**config.mk**
```make
export PLATFORM = sky130hd
export DESIGN_NAME = serial_deser
export DESIGN_NICKNAME = d
export VERILOG_FILES = /design/src/rtl/serial_deser.sv
export SDC_FILE = /design/constraint.sdc
export NUM_CORES = 1
export LEC_CHECK = 0
export CORE_MARGIN = 2
export CORE_UTILIZATION = 45
export DETAILED_ROUTE_END_ITERATION = 12
export HOLD_SLACK_MARGIN = 0.12
export PLACE_DENSITY = 0.71
export SLEW_MARGIN = 20
export SYNTH_ARGS = -nofsm -noshare
export SYNTH_HDL_FRONTEND = slang
export SYNTH_SLANG_ARGS = --single-unit
```
**constraint.sdc**
```tcl
create_clock -name iClk -period 1.7 [get_ports iClk]
set_clock_uncertainty 0.05 [all_clocks]
set_input_delay 0.17 -clock iClk [delete_from_list [all_inputs] [get_ports iClk]]
set_output_delay 0.17 -clock iClk [all_outputs]
set_load 0.05 [all_outputs]
```
**src/rtl/serial_deser.sv**
```systemverilog
// Serial-to-parallel deserializer. Collects WIDTH enabled samples of iSignal
// into an assembly register and publishes the finished word with a one-cycle valid pulse.
module serial_deser #(
  parameter int WIDTH      = 8,
  parameter int MSB_FIRST  = 0,
  parameter int CONTINUOUS = 0
) (
  input  logic                         iClk,
  input  logic                         iReset_n,
  input  logic                         iSignal,
  input  logic                         iEnable,
  input  logic                         iStart,
  output logic [WIDTH-1:0]             oVector,
  output logic                         oValid,
  output logic                         oBusy,
  output logic [$clog2(WIDTH+1)-1:0]   oCount
);

  localparam int CW = $clog2(WIDTH+1);

  typedef enum logic [0:0] {
    ST_IDLE    = 1'b0,
    ST_CAPTURE = 1'b1
  } state_t;

  state_t            state_q, state_d;
  logic [CW-1:0]     count_q, count_d;
  logic [WIDTH-1:0]  asm_q, asm_d;
  logic [WIDTH-1:0]  vector_q, vector_d;
  logic              valid_q, valid_d;
  logic [WIDTH-1:0]  word_s;

  // Assembly is kept in frame order (bit k at index k); reorder only on publish.
  function automatic logic [WIDTH-1:0] map_word(input logic [WIDTH-1:0] w);
    logic [WIDTH-1:0] r;
    r = w;
    if (MSB_FIRST != 0) begin
      for (int i = 0; i < WIDTH; i++) begin
        r[WIDTH-1-i] = w[i];
      end
    end else begin
      r = w;
    end
    return r;
  endfunction

  // Next-state logic: start/restart, sample collection and word completion.
  always_comb begin
    state_d  = state_q;
    count_d  = count_q;
    asm_d    = asm_q;
    vector_d = vector_q;
    valid_d  = 1'b0;
    word_s   = asm_q;

    for (int i = 0; i < WIDTH; i++) begin
      if (count_q == CW'(i)) begin
        word_s[i] = iSignal;
      end else begin
        word_s[i] = asm_q[i];
      end
    end

    if (iStart) begin
      state_d = ST_CAPTURE;
      if (iEnable) begin
        asm_d   = {{(WIDTH-1){1'b0}}, iSignal};
        count_d = CW'(1);
      end else begin
        asm_d   = '0;
        count_d = '0;
      end
    end else if ((state_q == ST_CAPTURE) && iEnable) begin
      if (count_q == CW'(WIDTH-1)) begin
        vector_d = map_word(word_s);
        valid_d  = 1'b1;
        count_d  = '0;
        asm_d    = '0;
        if (CONTINUOUS != 0) begin
          state_d = ST_CAPTURE;
        end else begin
          state_d = ST_IDLE;
        end
      end else begin
        asm_d   = word_s;
        count_d = count_q + CW'(1);
      end
    end else begin
      state_d = state_q;
    end
  end

  // State register with synchronous active-low reset.
  always_ff @(posedge iClk) begin
    if (!iReset_n) begin
      state_q  <= ST_IDLE;
      count_q  <= '0;
      asm_q    <= '0;
      vector_q <= '0;
      valid_q  <= 1'b0;
    end else begin
      state_q  <= state_d;
      count_q  <= count_d;
      asm_q    <= asm_d;
      vector_q <= vector_d;
      valid_q  <= valid_d;
    end
  end

  assign oVector = vector_q;
  assign oValid  = valid_q;
  assign oBusy   = (state_q == ST_CAPTURE);
  assign oCount  = count_q;

endmodule

```
==> impl_metrics.json, run 1 <==
{
  "status": "completed",
  "io_buffer_count": 18,
  "critical_path.cell_chain": "clkdlybuf4s50_1",
  "regToRegSetupSlack_ns": 0.08,
  "share_seq_of_total_power_pct": 60.0,
  "yosysTopAreaCell": "dfxtp_1",
  "area_delta_synth_final_pct": 27.90,
  "met3_wirelength_microns": 86,
  "crit_type": "flip-flop to output pin",
  "ys_seq_elements": 21,
  "rsz0062_at_grt": "false",
  "synth-main-ff-cell": "dfxtp_1",
  "slowest_stage": "clkdlybuf4s50_1",
  "async_reset_ff_share_pct": 0,
  "cts_tree": "yes",
  "p_sw_share_pct": 25.20,
  "cts_buffer_depth": 2,
  "grt_pass1_vias": 908,
  "finalSetupTns_ns": 0,
  "htreeDepth": 1,
  "finalWeightedCongestion": 0.8721,
  "drv_cap": 0,
  "ys_seq_area_share_pct": 40.58,
  "highest_layer": "met4",
  "synth_cell_types": 37,
  "drtIter0Drc": 18,
  "drt-met1-wl_mm": 1.099,
  "synth_top_area_share_pct": 40.58,
  "wl_mm": 2.489,
  "crit_family": "buffers and inverters",
  "clkLatencyLatePin_ns": 0.30,
  "final_cells": 169,
  "wl_met2_mm": 1.289,
  "synth_area_leaders": "dfxtp_1 (41%), a21oi_1 (6.8%), mux2i_1 (5.8%)",
  "row_count": 17,
  "dp.cells": 165,
  "cp.arrival_ns": 1.41,
  "hold_ws_ns": 0.4249,
  "synthMuxAreaShare_pct": 5.797,
  "p_comb_share_pct": 11.9,
  "die-area_sq_um": 2702,
  "drc": 0,
  "avgSynthCellArea_sq_um": 8.855,
  "crit_required_ns": 1.48,
  "hold_violations": 0,
  "grtUsageTotal_pct": 19.73,
  "grt_start_max_net_pins": 14,
  "yosys_warnings": 0,
  "crit_fanout": 1,
  "tightest_slew_ns": 0.5207,
  "dp_hpwl_mm": 1.838,
  "netlist_area_sq_um": 1036,
  "maxSlewViolCount": 0,
  "cts_hold_buffers": 0,
  "relSlewSlack_pct": 65.23,
  "grt_pass1_wl_mm": 3.981,
  "core_sq_um": 2191,
  "synthCells": 117,
  "setup_viol": 0,
  "max_stage_delay_ns": 0.79,
  "crit_buf_inv": 1,
  "synth-xor-area-share_pct": 0.8454,
  "synth_nets": 126,
  "p_per_area_nw_per_um2": 634.8,
  "nets": 151,
  "post-route-period-util_pct": 95.63,
  "first_pass_iters": 4,
  "clock.fmax_ghz": 0.6151,
  "die_height_microns": 51.98,
  "synth_edf_count": 0,
  "drt.antenna.violating_nets": 0,
  "ir_drop_v": 0.0004606,
  "path_clk_slew_ns": 0.11,
  "viasPerCell": 5.592,
  "synth_top_family_by_area": "simple AND/OR/NAND/NOR gates",
  "synth_adder_area_share_pct": 4.831,
  "clockRootBuffer": "clkbuf_4",
  "intPower_mw": 0.6292,
  "start_util_pct": 47.29,
  "end_kind": "output pin",
  "yosys.area_share.simple_pct": 21.50,
  "drive_gt1_share_pct": 18.44,
  "clock_sinks": 21,
  "gr-total-overflow": 0,
  "die_width_microns": 51.98,
  "synthTopCellsByCount": "dfxtp_1 (21), a21oi_1 (14), nand3_1 (9)",
  "ios": 19,
  "n_antenna_cell": 0,
  "routedWlPerCell_microns": 14.73,
  "critPathLaunchType": "flip-flop",
  "grt_antenna_before_repair": 0,
  "clkPwrFrac_pct": 28.1,
  "power_switching_mw": 0.2119,
  "hp-class": "flip-flop to flip-flop",
  "num_vias": 945,
  "yosysMostFrequentCell": "dfxtp_1",
  "synth-compound-area-share_pct": 20.41,
  "period_minus_slack_ns": 1.626,
  "leakage_nw": 0.5651,
  "numCtsBuffers": 3
}
==> final cells by class <==
cell class                 instances  area, sq um
sequential                        21        427.9
clock buffer                       4        26.28
tap                               28        35.03
multi-input combinational         84        555.5
fill                             197        865.8
timing repair buffer              28        265.3
inverter                           4        15.01
==> stage by stage <==
stage                     worst slack (ns)  total power, mW  utilization [%]  area [sq um]
after floorplan                  0.0007530           0.5753                -          1044
after global placement           -0.004034           0.6118            58.48          1281
after detailed placement          -0.06654           0.6140            58.48          1281
after CTS                         0.001352           0.8425            59.68          1308
after global routing              0.003866           0.8732            60.48          1325
final                              0.07433           0.8411            60.48          1325
==> layout by cell type, fill, tap and decap left out, types with 2 or more instances in the layout <==
cell             instances
a21oi_1                 14
ha_1                     3
buf_4                   16
clkdlybuf4s50_1          5
a311o_1                  2
nand2_1                  5
nor2b_1                  2
inv_1                    3
clkbuf_4                 3
nand2b_1                 2
o21ai_0                  8
mux2i_1                  6
dfxtp_1                 19
nand3_1                  9
dlymetal6s2s_1           6
nor3b_1                  3
dfxtp_4                  2
o21ai_1                  2
nor2_1                   5
a211oi_1                 5
==> power by group through the flow <==
stage               Clock [mW]  Combinational (mW)  Sequential (mW)
floorplan                    0              0.0489            0.526
global placement             0              0.0966            0.515
detailed placement           0              0.0984            0.516
CTS                      0.239              0.0995            0.504
global route             0.259               0.108            0.506
finish                   0.236               0.100            0.505
==> routing by layer <==
metal	up-vias	track usage, %
met5	-	0
met3	2	2.586
met2	19	34.60
li1	474	-
met1	450	24.60
met4	0	6.579
==> worst paths after layout <==
check / from / endpoint / cells after the start
setup reg to reg: oCount[2]$_SDFFE_PN0P_ / oVector[4]$_SDFFE_PN0P_ / 3
hold / removal: asm_q[1]$_SDFFE_PN0P_ / asm_q[1]$_SDFFE_PN0P_ / 2
hold reg to reg: asm_q[1]$_SDFFE_PN0P_ / asm_q[1]$_SDFFE_PN0P_ / 2
setup / recovery: oValid$_SDFF_PP0_ / oValid / 1
==> state kept, by name (all words and copies together) (netlist names) <==
signal,count
asm_q,7
oBusy,1
oCount,4
oValid,1
oVector,8
==> logic make-up after synthesis <==
kind of cell               after synthesis
AOI/OAI and AO/OA                       35
xor gates and xnor gates                 1
adders and majority gates                4
buffers and inverters                   12
DFF                                     21
muxes                                    6
and+or+nand+nor                         38
==> repair_timing <==
action | CTS | global route
setup endpoints to repair | 0 | 11
buffers inserted | 0 | 0
gates resized for setup | 0 | 7
Power figures use the tool's default switching activity.
==> run 2: changes to the inputs <==
- CAP_MARGIN: default -> 40
==> results of run 2 <==
No change in the layout: final DEF, timing and power equal those of run 1.
==> run 3: changes to the inputs <==
- MAX_ROUTING_LAYER: default -> met4
- SKIP_CTS_REPAIR_TIMING: default -> 1
==> impl_metrics.json, run 3 (synthesis gave the netlist of run 1 again) <==
{
  "grt_antenna_before_repair": 0,
  "cts_buffer_depth": 2,
  "area_delta_synth_final_pct": 29.95,
  "crit_end": "oValid",
  "path_depth": 1,
  "p_per_area_nw_per_um2": 625.5,
  "grt_pass1_vias": 899,
  "path_clk_slew_ns": 0.12,
  "hp-class": "flip-flop to flip-flop",
  "critPathLaunchType": "flip-flop",
  "post-route-period-util_pct": 95.77,
  "crit_fanout": 1,
  "critical_path.cell_chain": "clkdlybuf4s50_1",
  "drive_gt1_share_pct": 20.28,
  "relSlewSlack_pct": 65.72,
  "nets": 153,
  "crit_family": "buffers and inverters",
  "clkLatencyLatePin_ns": 0.30,
  "crit_buf_inv": 1,
  "ir_drop_v": 0.0004871,
  "grt_start_max_net_pins": 14,
  "tightest_slew_ns": 0.5134,
  "crit_type": "flip-flop to output pin",
  "r2r_cells": 5,
  "row_count": 17,
  "ios": 19,
  "viasPerCell": 5.567,
  "layout_common_cells": "dfxtp_1 (19), buf_4 (18), a21oi_1 (14)",
  "r2r-start": "oCount[0]$_SDFFE_PN0P_",
  "grtUsageTotal_pct": 20.53,
  "multi_input_area_sq_um": 560.5,
  "io_buffer_count": 18,
  "clock_sinks": 21,
  "finalWeightedCongestion": 0.8875,
  "max_stage_delay_ns": 0.79,
  "n_fill_cell": 207,
  "clock.fmax_ghz": 0.6142,
  "drv_cap": 0,
  "drt.antenna.violating_nets": 0,
  "period_minus_slack_ns": 1.628,
  "end_kind": "output pin",
  "finalSetupTns_ns": 0,
  "crit_required_ns": 1.48,
  "place_ws_ns": 0.04388,
  "start_util_pct": 47.29,
  "hold_violations": 0,
  "status": "completed",
  "setup_viol": 0,
  "crit_start": "oValid$_SDFF_PP0_",
  "gr-total-overflow": 0,
  "register_area_sq_um": 427.9,
  "regToRegSetupSlack_ns": 0.15,
  "grt_pass1_wl_mm": 4.022,
  "die_height_microns": 51.98,
  "dp.cells": 167,
  "core_sq_um": 2191,
  "placed_cell_area_sq_um": 1296,
  "die_width_microns": 51.98,
  "leakage_nw": 0.5765,
  "final_common_cell": "dfxtp_1",
  "clockRootBuffer": "clkbuf_4",
  "layout_setup_ws_ns": 0.07183,
  "htreeDepth": 1,
  "finish.utilization_pct": 61.45,
  "r2r_end": "asm_q[0]$_SDFFE_PN0P_",
  "finalInstanceArea_sq_um": 1346,
  "rsz0062_at_grt": "false",
  "die-area_sq_um": 2702,
  "numCtsBuffers": 3,
  "dp_hpwl_mm": 1.847,
  "maxSlewViolCount": 0,
  "first_pass_iters": 4,
  "num_vias": 952,
  "slowest_stage": "clkdlybuf4s50_1",
  "routedWlPerCell_microns": 14.22,
  "n_antenna_cell": 0,
  "drc": 0,
  "cts_tree": "yes",
  "drtIter0Drc": 16,
  "wl_mm": 2.432,
  "largest_reg_flops": 8,
  "final_cells": 171,
  "cp.arrival_ns": 1.41
}
## run 3: how the worst min path moves through the flow
| stage | from | to | slack (ns) | cells past startpoint |
|---|---|---|---|---|
| 2_1_floorplan | iReset_n | asm_q[0]$_SDFFE_PN0P_ | 0.25 | 1 |
| 3_3_place_gp | asm_q[2]$_SDFFE_PN0P_ | asm_q[2]$_SDFFE_PN0P_ | 0.41 | 2 |
| 3_5_place_dp | asm_q[3]$_SDFFE_PN0P_ | oVector[3]$_SDFFE_PN0P_ | 0.42 | 2 |
| 4_1_cts | asm_q[1]$_SDFFE_PN0P_ | asm_q[1]$_SDFFE_PN0P_ | 0.43 | 2 |
| 5_1_grt | asm_q[2]$_SDFFE_PN0P_ | asm_q[2]$_SDFFE_PN0P_ | 0.44 | 2 |
| 6_report | asm_q[3]$_SDFFE_PN0P_ | oVector[3]$_SDFFE_PN0P_ | 0.43 | 2 |
## run 3: stage by stage
stage | hold slack (ns) | power (mW)
6_report | 0.4310 | 0.8422
4_1_cts | 0.4314 | 0.8484
5_1_grt | 0.4435 | 0.8771
3_5_place_dp | 0.4151 | 0.6150
3_3_place_gp | 0.4067 | 0.6133
2_1_floorplan | 0.2512 | 0.5753
## run 3: report_power, final
part | switching [mW] | internal [mW]
Clock | 0.150 | 0.0875
Combinational | 0.0568 | 0.0432
Sequential | 0.00880 | 0.496
## run 3: area by class of cell
type | count | share of cell area [%]
Inverter | 4 | 1.115
Tap cell | 28 | 2.602
Clock buffer | 3 | 1.673
Clock inverter | 1 | 0.3717
Sequential cell | 21 | 31.78
Timing Repair Buffer | 30 | 20.82
Multi-Input combinational cell | 84 | 41.64
## run 3: layer usage
metal	GRT usage, %	wire, microns
met1	24.02	1108
met2	36.29	1243
met3	2.586	64
met4	6.579	16
met5	-	0
